`src/rtl/csr_access_unit_if.sv`:
```
// Bus bundle for csr_access_unit: issue handshake, counter-file port and
// writeback result. The slave side is the CSR unit; the master side is
// whoever plays issue stage, counter file and writeback stage together.
interface csr_access_unit_if;
    logic        in_valid;
    logic        in_ready;
    logic [2:0]  in_funct3;
    logic [11:0] in_csr_addr;
    logic [31:0] in_rs1_data;
    logic [4:0]  in_rs1_idx;
    logic [4:0]  in_rd_idx;
    logic [31:0] cnt_addr;
    logic [31:0] cnt_rdata;
    logic        out_valid;
    logic        out_ready;
    logic [4:0]  out_rd_idx;
    logic [31:0] out_rd_data;
    logic        out_rd_we;
    logic        out_illegal;
    logic        retire;

    modport slave (
        input  in_valid, in_funct3, in_csr_addr, in_rs1_data, in_rs1_idx,
               in_rd_idx, cnt_rdata, out_ready,
        output in_ready, cnt_addr, out_valid, out_rd_idx, out_rd_data,
               out_rd_we, out_illegal, retire
    );

    modport master (
        output in_valid, in_funct3, in_csr_addr, in_rs1_data, in_rs1_idx,
               in_rd_idx, cnt_rdata, out_ready,
        input  in_ready, cnt_addr, out_valid, out_rd_idx, out_rd_data,
               out_rd_we, out_illegal, retire
    );
endinterface

```
`src/rtl/csr_access_unit.sv`:
```
// csr_access_unit: execute-stage Zicsr read-modify-write unit. Holds mtvec,
// mscratch, mepc and mcause locally and reads the counter CSRs through the
// combinational counter-file port. One registered result slot.
// Optional feature macro: CSR_ILLEGAL_TRAP_EN -- when defined, illegal
// accesses are flagged on out_illegal and do not retire; when undefined they
// complete as no-op writebacks that still retire.
module csr_access_unit #(
    parameter logic [31:0] MTVEC_RST = 32'h0000_0000
) (
    input  logic             clk,
    input  logic             rst_n,
    csr_access_unit_if.slave bus
);
    localparam logic [11:0] ADDR_MTVEC    = 12'h305;
    localparam logic [11:0] ADDR_MSCRATCH = 12'h340;
    localparam logic [11:0] ADDR_MEPC     = 12'h341;
    localparam logic [11:0] ADDR_MCAUSE   = 12'h342;
    localparam logic [11:0] ADDR_CYCLE    = 12'hC00;
    localparam logic [11:0] ADDR_INSTRET  = 12'hC02;
    localparam logic [11:0] ADDR_CYCLEH   = 12'hC80;
    localparam logic [11:0] ADDR_INSTRETH = 12'hC82;

`ifdef CSR_ILLEGAL_TRAP_EN
    localparam logic TRAP_EN = 1'b1;
`else
    localparam logic TRAP_EN = 1'b0;
`endif

    logic [31:0] mtvec;
    logic [31:0] mscratch;
    logic [31:0] mepc;
    logic [31:0] mcause;

    logic        out_valid_q;
    logic [4:0]  rd_idx_q;
    logic [31:0] rd_data_q;
    logic        rd_we_q;
    logic        illegal_q;

    logic        in_ready;
    logic        accept;
    logic        is_local;
    logic        is_counter;
    logic        write_intent;
    logic        illegal;
    logic        local_we;
    logic [31:0] local_old;
    logic [31:0] old_value;
    logic [31:0] src_value;
    logic [31:0] new_value;

    assign in_ready     = ~out_valid_q | bus.out_ready;
    assign accept       = bus.in_valid & in_ready;
    assign bus.in_ready = in_ready;
    assign bus.cnt_addr = {20'b0, bus.in_csr_addr};

    // Decode the presented instruction: source CSR, operand, new value, legality
    always_comb begin
        is_local  = 1'b1;
        local_old = 32'h0;
        case (bus.in_csr_addr)
            ADDR_MTVEC:    local_old = mtvec;
            ADDR_MSCRATCH: local_old = mscratch;
            ADDR_MEPC:     local_old = mepc;
            ADDR_MCAUSE:   local_old = mcause;
            default:       is_local  = 1'b0;
        endcase

        is_counter = (bus.in_csr_addr == ADDR_CYCLE)  | (bus.in_csr_addr == ADDR_INSTRET) |
                     (bus.in_csr_addr == ADDR_CYCLEH) | (bus.in_csr_addr == ADDR_INSTRETH);

        // Plain writes always write; set/clear forms only when rs1/zimm is nonzero
        write_intent = (bus.in_funct3[1:0] == 2'b01) | (bus.in_rs1_idx != 5'd0);

        illegal = (bus.in_funct3[1:0] == 2'b00) | ~(is_local | is_counter) |
                  (is_counter & write_intent);

        if (is_local) begin
            old_value = local_old;
        end else if (is_counter) begin
            old_value = bus.cnt_rdata;
        end else begin
            old_value = 32'hFFFF_FFFF;
        end

        src_value = bus.in_funct3[2] ? {27'b0, bus.in_rs1_idx} : bus.in_rs1_data;

        case (bus.in_funct3[1:0])
            2'b01:   new_value = src_value;
            2'b10:   new_value = old_value | src_value;
            2'b11:   new_value = old_value & ~src_value;
            default: new_value = old_value;
        endcase

        local_we = accept & is_local & write_intent & ~illegal;
    end

    // Local machine CSR storage, updated at the accept edge; mtvec/mepc stay word aligned
    always_ff @(posedge clk or negedge rst_n) begin
        if (!rst_n) begin
            mtvec    <= {MTVEC_RST[31:2], 2'b00};
            mscratch <= 32'h0;
            mepc     <= 32'h0;
            mcause   <= 32'h0;
        end else if (local_we) begin
            case (bus.in_csr_addr)
                ADDR_MTVEC:    mtvec    <= {new_value[31:2], 2'b00};
                ADDR_MSCRATCH: mscratch <= new_value;
                ADDR_MEPC:     mepc     <= {new_value[31:2], 2'b00};
                ADDR_MCAUSE:   mcause   <= new_value;
                default:       mcause   <= mcause;
            endcase
        end
    end

    // Single result slot: load on accept, drain when downstream takes it
    always_ff @(posedge clk or negedge rst_n) begin
        if (!rst_n) begin
            out_valid_q <= 1'b0;
            rd_idx_q    <= 5'd0;
            rd_data_q   <= 32'h0;
            rd_we_q     <= 1'b0;
            illegal_q   <= 1'b0;
        end else if (accept) begin
            out_valid_q <= 1'b1;
            rd_idx_q    <= bus.in_rd_idx;
            rd_data_q   <= old_value;
            rd_we_q     <= (bus.in_rd_idx != 5'd0) & ~illegal;
            illegal_q   <= TRAP_EN & illegal;
        end else if (bus.out_ready) begin
            out_valid_q <= 1'b0;
        end
    end

    assign bus.out_valid   = out_valid_q;
    assign bus.out_rd_idx  = rd_idx_q;
    assign bus.out_rd_data = rd_data_q;
    assign bus.out_rd_we   = rd_we_q;
    assign bus.out_illegal = illegal_q;
    assign bus.retire      = out_valid_q & bus.out_ready & ~illegal_q;
endmodule

```
`src/flat_wrapper.sv`:
```
// flat-port wrapper written by rule: the top's interface ports become plain ports
module csr_access_unit_flat 
#(
    parameter logic [31:0] MTVEC_RST = 32'h0000_0000
)
  (clk, rst_n, bus_in_valid, bus_in_funct3, bus_in_csr_addr, bus_in_rs1_data, bus_in_rs1_idx, bus_in_rd_idx, bus_cnt_rdata, bus_out_ready, bus_in_ready, bus_cnt_addr, bus_out_valid, bus_out_rd_idx, bus_out_rd_data, bus_out_rd_we, bus_out_illegal, bus_retire);
  csr_access_unit_if bus_i ();
  input  logic clk;
  input  logic rst_n;
  input wire logic [$bits(bus_i.in_valid)-1:0] bus_in_valid;
  input wire logic [$bits(bus_i.in_funct3)-1:0] bus_in_funct3;
  input wire logic [$bits(bus_i.in_csr_addr)-1:0] bus_in_csr_addr;
  input wire logic [$bits(bus_i.in_rs1_data)-1:0] bus_in_rs1_data;
  input wire logic [$bits(bus_i.in_rs1_idx)-1:0] bus_in_rs1_idx;
  input wire logic [$bits(bus_i.in_rd_idx)-1:0] bus_in_rd_idx;
  input wire logic [$bits(bus_i.cnt_rdata)-1:0] bus_cnt_rdata;
  input wire logic [$bits(bus_i.out_ready)-1:0] bus_out_ready;
  output wire logic [$bits(bus_i.in_ready)-1:0] bus_in_ready;
  output wire logic [$bits(bus_i.cnt_addr)-1:0] bus_cnt_addr;
  output wire logic [$bits(bus_i.out_valid)-1:0] bus_out_valid;
  output wire logic [$bits(bus_i.out_rd_idx)-1:0] bus_out_rd_idx;
  output wire logic [$bits(bus_i.out_rd_data)-1:0] bus_out_rd_data;
  output wire logic [$bits(bus_i.out_rd_we)-1:0] bus_out_rd_we;
  output wire logic [$bits(bus_i.out_illegal)-1:0] bus_out_illegal;
  output wire logic [$bits(bus_i.retire)-1:0] bus_retire;
  assign bus_i.in_valid = bus_in_valid;
  assign bus_i.in_funct3 = bus_in_funct3;
  assign bus_i.in_csr_addr = bus_in_csr_addr;
  assign bus_i.in_rs1_data = bus_in_rs1_data;
  assign bus_i.in_rs1_idx = bus_in_rs1_idx;
  assign bus_i.in_rd_idx = bus_in_rd_idx;
  assign bus_i.cnt_rdata = bus_cnt_rdata;
  assign bus_i.out_ready = bus_out_ready;
  assign bus_in_ready = bus_i.in_ready;
  assign bus_cnt_addr = bus_i.cnt_addr;
  assign bus_out_valid = bus_i.out_valid;
  assign bus_out_rd_idx = bus_i.out_rd_idx;
  assign bus_out_rd_data = bus_i.out_rd_data;
  assign bus_out_rd_we = bus_i.out_rd_we;
  assign bus_out_illegal = bus_i.out_illegal;
  assign bus_retire = bus_i.retire;
  csr_access_unit #(.MTVEC_RST(MTVEC_RST)) u_core (.clk(clk), .rst_n(rst_n), .bus(bus_i));
endmodule
```
`config.mk`:
```
export PLATFORM = sky130hd
export DESIGN_NAME = csr_access_unit_flat
export DESIGN_NICKNAME = d
export VERILOG_FILES = /design/src/rtl/csr_access_unit_if.sv /design/src/rtl/csr_access_unit.sv /design/src/flat_wrapper.sv
export SDC_FILE = /design/constraint.sdc
export NUM_CORES = 1
export LEC_CHECK = 0
export CORE_MARGIN = 2
export CORE_UTILIZATION = 50
export DETAILED_ROUTE_END_ITERATION = 10
export HOLD_SLACK_MARGIN = 0.08
export PLACE_DENSITY = 0.84
export SLEW_MARGIN = 40
export SYNTH_ARGS = -nofsm -noshare
export SYNTH_HDL_FRONTEND = slang
export SYNTH_SLANG_ARGS = --single-unit
```
`constraint.sdc`:
```
create_clock -name clk -period 2.6 [get_ports clk]
set_input_delay 0.52 -clock clk [delete_from_list [all_inputs] [get_ports clk]]
set_output_delay 0.52 -clock clk [all_outputs]
set_load 0.03 [all_outputs]
```
* Yosys cells after proc, flatten, opt, wreduce, memory -nomap -nowiden
Index checks and enable logic that the tools add are counted.
** Operators by class
- Add/sub/neg operators :: 0
- Magnitude comparators :: 0
- Multiplexer cells :: 8
- Multipliers :: 0
- Divide/modulo/power cells :: 0
- Reduce and logical (&&, ||, !) cells :: 9
- Bitwise gates (word level) :: 21
- Shift-type cells :: 0
- Eq/ne operators :: 11
** Operators by type and width (number)
- 32-bit one-hot mux with 4 select lines :: 1
- 32-bit 2-to-1 mux :: 3
- 32-bit one-hot mux with 3 select lines :: 1
- 12-bit by 10-bit == test with 1-bit output, second input constant :: 4
- 12-bit == test, second input constant :: 4
- 32-bit bitwise AND :: 1
- 32-bit NOT :: 1
- 32-bit bitwise OR :: 1
- 5-bit nonzero test :: 2
- 1-bit bitwise OR :: 8
- 2-bit AND reduction :: 4
- 1-bit bitwise AND :: 7
- 2-bit == test, second input constant :: 2
- 4-bit OR reduction :: 1
- 1-bit 2-to-1 mux :: 3
- 1-bit NOT :: 3
- 2-bit by 1-bit == test with 1-bit output, second input constant :: 1
- 2-bit zero test :: 1
- 2-bit nonzero test :: 1
** Word-level totals
- Memories :: 0
- Bits in read-only memories :: 0
- Register bits :: 163
- Output and inout port bits :: 74
- Latch bits :: 0
- Memory bits (writable) :: 0

* Longest topological paths before layout
Gate-level depths: netlist (run 1).
- Depth after elaboration :: 11
- Gate-level depth with buffers :: 9

* Worst setup path after synthesis (run 1)
Ideal clock, no wire load.
- Path type :: input -> register
- Start point :: input bus_out_ready
- End point :: register u_core.mscratch[19]
- Slack :: 0.242 ns
- Data arrival time :: 2.233 ns
- Path buffers :: 1
- Stages :: 7
- Cells stage by stage :: nand2b_1 -> nand2_1 -> nor4b_2 -> nand2_1 -> nor2_2 -> buf_4 -> mux2_2
** On the way
- Word-level cells in the longest chain between the ends :: 6
** Ends and longest elaborated chain
- start, declared :: RTL line flat_wrapper.sv:17 : input wire logic [$bits(bus_i.out_ready)-1:0] bus_out_ready;
- 1-bit bitwise OR :: RTL line csr_access_unit.sv:52 : assign in_ready = ~out_valid_q | bus.out_ready;
- 1-bit bitwise AND :: RTL line csr_access_unit.sv:53 : assign accept = bus.in_valid & in_ready;
- 1-bit bitwise AND (3 in a row) :: RTL line csr_access_unit.sv:95 : local_we = accept & is_local & write_intent & ~illegal;
- 2-bit AND reduction (no line)
- end signal, assigned :: RTL line csr_access_unit.sv:108 : ADDR_MSCRATCH: mscratch <= new_value;
- end, declared :: RTL line csr_access_unit.sv:30 : logic [31:0] mscratch;
No other way between the ends.
A chain may end at the register's enable or synchronous reset.

* Final worst setup path (run 1)
- Start point :: input bus_in_rs1_idx[4]
- End point :: register u_core.rd_we_q (netlist: u_core.bus.out_rd_we)
** On the way
- Word-level cells in the longest chain between the ends :: 6
** Ends and longest elaborated chain
- start, declared :: RTL line flat_wrapper.sv:14 : input wire logic [$bits(bus_i.in_rs1_idx)-1:0] bus_in_rs1_idx;
- 5-bit nonzero test :: RTL line csr_access_unit.sv:73 : write_intent = (bus.in_funct3[1:0] == 2'b01) | (bus.in_rs1_idx != 5'd0);
- 1-bit bitwise OR :: RTL line csr_access_unit.sv:73
- 1-bit bitwise AND :: RTL line csr_access_unit.sv:76 : (is_counter & write_intent);
- 1-bit bitwise OR :: RTL line csr_access_unit.sv:75 : illegal = (bus.in_funct3[1:0] == 2'b00) | ~(is_local | is_counter) |
- 1-bit NOT :: RTL line csr_access_unit.sv:128 : rd_we_q <= (bus.in_rd_idx != 5'd0) & ~illegal;
- 1-bit bitwise AND :: RTL line csr_access_unit.sv:128
- end signal, assigned :: RTL line csr_access_unit.sv:128
- end, declared :: RTL line csr_access_unit.sv:37 : logic rd_we_q;
No other way between the ends.

==> results.py, run 1 <==
metrics = {
    "global_routing": {
        "grt_util_met3": 0.06148,
        "gr-usage-all-layers": 0.2682,
        "gr-usage-met1": 0.3291,
        "met2_usage": 0.4511,
        "top_usage_layer": "met2",
        "grt_pass1_wl_um": 39010,
        "grt_pass1_vias": 7805,
        "grt_overflow_total": 0,
        "grt_antenna_before_repair": 0,
        "grt_start_max_net_pins": 75,
    },
    "sta": {
        "max_slew_margin": 0.5154,
        "setup_ws_ps": 44.14,
        "fin_crit_sh": 0.9830,
        "period_minus_slack_ps": 2556,
        "fmaxAchievable_mhz": 391.3,
        "slew_violations": 0,
        "fin_skew_ps": 8.656,
        "worstMarginPinSlew_ps": 727.0,
        "hold_viol": 0,
        "final-setup-viol-count": 0,
    },
    "critical_path": {
        "arrival_ps": 2900,
        "worstPathCellList": "clkdlybuf4s50_1, or4_1, nor3_1, buf_4, inv_1, o21ai_0, o211ai_1, o21ai_0",
        "crit_buf_inv": 3,
        "startpoint": "bus_in_rs1_idx[4]",
        "crit_path_max_fanout": 2,
        "reg2reg_from": "u_core.bus.out_valid",
        "slowest_stage": "or4_1",
        "required_ps": 2940,
        "start_kind": "input port",
        "endpoint_kind": "register",
        "critPathMostFrequentCell": "o21ai_0",
        "crit_type": "input port to register",
        "cp_top_family": "simple AND/OR/NAND/NOR gates",
        "cpPeakStageDelay_ps": 530,
    },
    "placement": {
        "hpwl_um": 16280,
        "portBuffers": 145,
        "post-place-ws_ps": -351.4,
        "place_congestion": 0.8265,
        "dp_cells": 1340,
    },
    "power_and_ir_drop": {
        "power.switching_mw": 1.667,
        "p_total_mw": 6.298,
        "ir_drop_uv": 510.7,
        "sequentialPowerShare": 0.422,
        "leakage_nw": 5.187,
        "sw_frac_of_total": 0.2647,
        "p_int_mw": 4.631,
        "power_density_nw_per_um2": 542.4,
        "pwr-share-clk": 0.415,
        "combPwrFrac": 0.163,
    },
    "yosys": {
        "yosysWarnings": 0,
        "synthArstFlopShare": 1.000,
        "syn_area_um2": 8781,
        "synth_edf_count": 0,
        "synth_ff_type": "dfrtp_1",
        "yosysSeqAreaShare": 0.4645,
        "ys_types": 46,
        "synthCells": 955,
        "yosys_register_bits": 163,
        "synth_area_per_cell_um2": 9.195,
    },
    "layout": {
        "syn_to_final_growth_pct": 32.25,
        "final_common_cell": "nand2_1",
        "diodes": 0,
        "nFillCells": 1208,
        "drive_gt1_frac": 0.1526,
        "multiInputGateArea_um2": 4155,
        "ff_latch_area_um2": 4079,
        "final_cell_mix": "nand2_1 (173), dfrtp_1 (163), o21ai_0 (156), clkdlybuf4s50_1 (142), buf_4 (82)",
        "stdcell_count": 1372,
        "nets": 1227,
    },
    "clock_network": {
        "numCtsBuffers": 17,
        "clkTransAtPathRegs_ps": 60,
        "post-cts-setup-buffer-count": 0,
        "cts_sinks": 163,
        "clkLatencyLatePin_ps": 430,
        "htreeDepth": 4,
        "cts_resized": 0,
        "hold_buffers": 0,
        "cts_buffer_depth": 2,
        "cts_tree": "done",
        "cts-root-buf": "clkbuf_16",
    },
    "floorplanning": {
        "core_um2": 17240,
        "row_count": 48,
        "die_w_um": 136.5,
        "start_util": 0.5094,
        "fp.dieH_um": 136.5,
        "pin_count": 167,
        "die-area_um2": 18640,
    },
    "routing": {
        "routed_wl_um": 24340,
        "drt_pass1_iterations": 5,
        "drtIter0Drc": 644,
        "num_vias": 7714,
        "vias_per_cell": 5.622,
        "drc": 0,
        "wl_per_cell_um": 17.74,
        "final_antenna_net_count": 0,
    },
    "worst_hold_path": {
        "hold_class": "input port to async pin",
    },
    "run": {
        "maxCapViolations": 0,
    },
    "run_status": {
        "status": "finished clean",
    },
}
## metal layers
layer,up-vias,share of wire
met4,0,0.024
met3,54,0.071
li1,3623,-
met2,302,0.50
met1,3735,0.41
met5,-,0
## power by group through the flow
| stage | Combinational (mW) | Sequential, mW | Clock (mW) |
|---|---|---|---|
| floorplan | 0.390 | 2.85 | 0 |
| global route | 1.10 | 2.66 | 2.73 |
| CTS | 1.03 | 2.66 | 2.64 |
| detailed placement | 1.02 | 2.70 | 0 |
| global placement | 1.00 | 2.70 | 0 |
| finish | 1.03 | 2.66 | 2.61 |
## flip-flops by register name (all words and copies together), names as in the netlist
signal and count:
u_core.bus.out_rd_data 32, u_core.bus.out_valid 1, u_core.bus.out_rd_idx 5, u_core.mscratch 32
u_core.mepc 30, u_core.mtvec 30, u_core.bus.out_rd_we 1, u_core.mcause 32
## per-stage QoR
step	instance area, um^2	hold slack (ps)	util	setup TNS (ps)
2_1_floorplan	8856	224.4	-	0
3_3_place_gp	10990	460.1	0.6376	-16590
3_5_place_dp	10990	470.0	0.6376	-23930
4_1_cts	11600	139.7	0.6732	0
5_1_grt	11610	181.3	0.6737	-7.325
6_report	11610	102.0	0.6737	0
## logic make-up after synthesis
| logic type | Yosys count | synth area share |
|---|---|---|
| and+or+nand+nor | 269 | 0.1368 |
| buffers and inverters | 131 | 0.07609 |
| AOI/OAI and AO/OA | 276 | 0.1914 |
| DFF | 163 | 0.4645 |
| other | 1 | 0.0004271 |
| xor gates and xnor gates | 27 | 0.02693 |
| muxes | 88 | 0.1039 |
## worst paths after layout
kind	cells past startpoint	to	slack, ps
min in group clk	2	u_core.bus.out_rd_data[16]	480
max in group asynchronous	2	u_core.mcause[27]	1740
min reg2reg	2	u_core.bus.out_rd_data[16]	480
min	1	u_core.bus.out_rd_data[13]	100
max reg2reg	7	u_core.mscratch[14]	550
max	8	u_core.bus.out_rd_we	40
## Yosys cell counts (3+ instances only)
cell / instances / area share
nand2_1: 175 / 0.075
dfrtp_1: 163 / 0.46
o21ai_0: 156 / 0.089
mux2i_1: 63 / 0.072
buf_4: 39 / 0.033
clkbuf_1: 37 / 0.016
nor2_1: 36 / 0.015
o2bb2ai_1: 31 / 0.031
inv_1: 28 / 0.012
nor2b_1: 27 / 0.019
xnor2_1: 27 / 0.027
a22o_1: 26 / 0.026
o22ai_1: 26 / 0.019
mux2_2: 25 / 0.032
buf_2: 21 / 0.012
o21ai_1: 15 / 0.0085
or2_2: 6 / 0.0043
a22oi_1: 4 / 0.0034
nand3_1: 4 / 0.0023
a211oi_1: 3 / 0.0026
a21o_1: 3 / 0.0026
a31oi_1: 3 / 0.0021
buf_1: 3 / 0.0013
clkbuf_2: 3 / 0.0017
nor3_1: 3 / 0.0017
## cell type report
| cell class | instances | share of cell area |
|---|---|---|
| Timing Repair Buffer | 243 | 0.2048 |
| Sequential cell | 163 | 0.3513 |
| Tap cell | 225 | 0.02424 |
| Clock buffer | 21 | 0.03965 |
| Clock inverter | 11 | 0.01315 |
| Multi-Input combinational cell | 681 | 0.3578 |
| Inverter | 28 | 0.009051 |
Note: power is estimated with default switching activity, not from simulation.
==> run 2: changes to the inputs <==
--- a/config.mk
+++ b/config.mk
@@ -6,4 +6,5 @@
 export NUM_CORES = 1
 export LEC_CHECK = 0
+export ABC_AREA = 1
 export CORE_MARGIN = 2
 export CORE_UTILIZATION = 50
@@ -11,4 +12,5 @@
 export HOLD_SLACK_MARGIN = 0.08
 export PLACE_DENSITY = 0.84
+export SKIP_CTS_REPAIR_TIMING = 1
 export SLEW_MARGIN = 40
 export SYNTH_ARGS = -nofsm -noshare
==> constraint.sdc (replaced) <==
create_clock -name clk -period 2.6 [get_ports clk]
set_input_delay 0.52 -clock clk [delete_from_list [all_inputs] [get_ports clk]]
set_output_delay 0.52 -clock clk [all_outputs]
set_load 0.1 [all_outputs]
==> run 2 against run 1 <==
Net effect:
- sequential power about the same
- clock power decreased by 3%
- clock skew decreased by 1.1 ps
- sequential cell count unchanged
- power increased by 8.5%
- die area increased by 3.1%
- setup slack improved by 300 ps
- synthesized area increased by 3.2%
- critical path depth increased by 5
==> results.py, run 2 <==
metrics = {
    "clock_network": {
        "cts_sinks": 163,
        "htreeDepth": 4,
        "clkTransAtPathRegs_ps": 60,
        "cts_tree": "done",
        "numCtsBuffers": 17,
        "clkLatencyLatePin_ps": 440,
        "cts-root-buf": "clkbuf_16",
        "cts_buffer_depth": 2,
    },
    "layout": {
        "syn_to_final_growth_pct": 28.82,
        "drive_gt1_frac": 0.1369,
        "fin_area_um2": 11680,
        "final_common_cell": "nand2_1",
        "nets": 1541,
        "utilization": 0.6522,
        "final_cell_mix": "nand2_1 (616), nand3_1 (188), dfrtp_1 (163), buf_4 (100), clkdlybuf4s50_1 (91)",
        "diodes": 0,
        "stdcell_count": 1690,
    },
    "yosys": {
        "yosys_register_bits": 163,
        "synthArstFlopShare": 1.000,
        "synthXorXnorAreaFrac": 0.0009663,
        "synth_top_family_by_area": "simple AND/OR/NAND/NOR gates",
        "synth_adder_area_share": 0,
        "yosys.area.top_type": "dfrtp_1",
        "ys_top_cells_by_count": "nand2_1 (617), nand3_1 (188), dfrtp_1 (163)",
        "yosysSeqAreaShare": 0.4500,
        "synth.top_cell.area_share": 0.4500,
        "synth_edf_count": 0,
        "synthTopCellsByArea": "dfrtp_1 (45%), nand2_1 (26%), nand3_1 (10%)",
        "synthMuxAreaShare": 0.006212,
        "synth_most_common_cell": "nand2_1",
        "synth_compound_area_frac": 0.02278,
        "synthCells": 1294,
        "ys_types": 29,
        "syn_area_um2": 9064,
        "yosysWarnings": 0,
        "synth_ff_type": "dfrtp_1",
        "synth_area_per_cell_um2": 7.004,
        "yosys.area_share.simple": 0.4290,
    },
    "sta": {
        "hold_viol": 0,
        "tns_ps": 0,
        "fin_skew_ps": 7.509,
        "period_minus_slack_ps": 2260,
        "rsz0062_at_grt": "false",
        "fin_crit_sh": 0.8690,
        "final-setup-viol-count": 0,
        "setup_ws_ps": 340.5,
        "worstMarginPinSlew_ps": 664.6,
        "slew_violations": 0,
        "fmaxAchievable_mhz": 442.6,
        "hold-worst-slack_ps": 480.0,
        "max_slew_margin": 0.5563,
    },
    "critical_path": {
        "start_kind": "input port",
        "ff2ff_path_depth": 7,
        "endpoint_kind": "register",
        "reg2reg_from": "u_core.bus.out_valid",
        "arrival_ps": 2640,
        "crit_path_max_fanout": 14,
        "reg2reg_slack_ps": 650,
        "r2r_end": "u_core.mtvec[3]",
        "required_ps": 2980,
        "crit_type": "input port to register",
    },
    "floorplanning": {
        "die-area_um2": 19220,
        "pin_count": 167,
        "fp.dieH_um": 138.6,
        "row_count": 49,
        "core_um2": 17900,
        "start_util": 0.5063,
        "die_w_um": 138.6,
    },
    "routing": {
        "wl_per_cell_um": 16.13,
        "routed_wl_um": 27270,
        "drtIter0Drc": 1092,
        "drt_pass1_iterations": 5,
        "num_vias": 9115,
        "final_antenna_net_count": 0,
        "drc": 0,
        "vias_per_cell": 5.393,
    },
    "global_routing": {
        "grt_pass1_vias": 8772,
        "grt_overflow_total": 0,
        "grt_antenna_before_repair": 0,
        "gr-usage-all-layers": 0.2832,
        "grt_pass1_wl_um": 44030,
        "grt_start_max_net_pins": 65,
    },
    "worst_hold_path": {
        "hold_class": "register to register",
        "holdPathEnd": "u_core.mtvec[19]",
        "hold-path-cell-count": 2,
        "hp-start": "u_core.mtvec[19]",
    },
    "power_and_ir_drop": {
        "leakage_nw": 6.309,
        "power_density_nw_per_um2": 585.4,
        "ir_drop_uv": 500.2,
        "p_total_mw": 6.835,
    },
    "run": {
        "maxCapViolations": 0,
    },
    "run_status": {
        "status": "finished clean",
    },
    "placement": {
        "place_congestion": 0.8647,
        "hpwl_um": 18150,
        "portBuffers": 145,
        "post-place-ws_ps": -65.82,
        "dp_cells": 1657,
        "place_area_um2": 11080,
    },
}
==> run 2: cell type report <==
cell class,instances,area (um^2)
Clock buffer,18,439.2
Sequential cell,163,4079
Tap cell,229,286.5
Clock inverter,14,151.4
Timing Repair Buffer,222,2263
Multi-Input combinational cell,990,4254
Inverter,54,202.7
Fill cell,1485,6226
==> run 2: worst max-delay path by stage <==
stage / from / end / depth (start not counted)
after floorplan: u_core.bus.out_valid / u_core.bus.out_rd_data[10] / 6
after global placement: bus_in_csr_addr[8] / u_core.mepc[27] / 13
after detailed placement: bus_in_csr_addr[8] / u_core.mepc[29] / 13
after CTS: bus_in_csr_addr[8] / u_core.mepc[29] / 13
after global routing: bus_in_csr_addr[2] / u_core.mcause[7] / 13
final: bus_in_csr_addr[2] / u_core.mtvec[7] / 13
==> run 2: worst max-delay path: stages <==
cell,delay (ps)
clkdlybuf4s50_1,480
nor2_2,140
nand2_2,100
nor2_2,240
buf_4,290
nand3_1,100
nand2_1,60
nor2_1,40
nand2_1,140
nand3_1,120
nand2_1,230
nand2_1,80
nand2_1,80
==> run 2: per-layer routing <==
metal / GRT usage / wire length [um] / vias to the layer above
met5: 0 / 0 / -
met4: 0.09888 / 588 / 0
met3: 0.06423 / 2765 / 60
met2: 0.4513 / 12540 / 512
met1: 0.3845 / 11370 / 4253
li1: - / - / 4290
==> run 2: cells by family after synthesis <==
group                     Yosys count
muxes                               5
other                               1
buffers and inverters             161
xor gates and xnor gates            1
and+or+nand+nor                   923
DFF                               163
AOI/OAI and AO/OA                  40
==> run 2: power breakdown <==
part	switching, mW	internal [mW]
logic	1.22	0.418
registers	0.0450	2.61
clock network	1.09	1.45
total	2.36	4.48
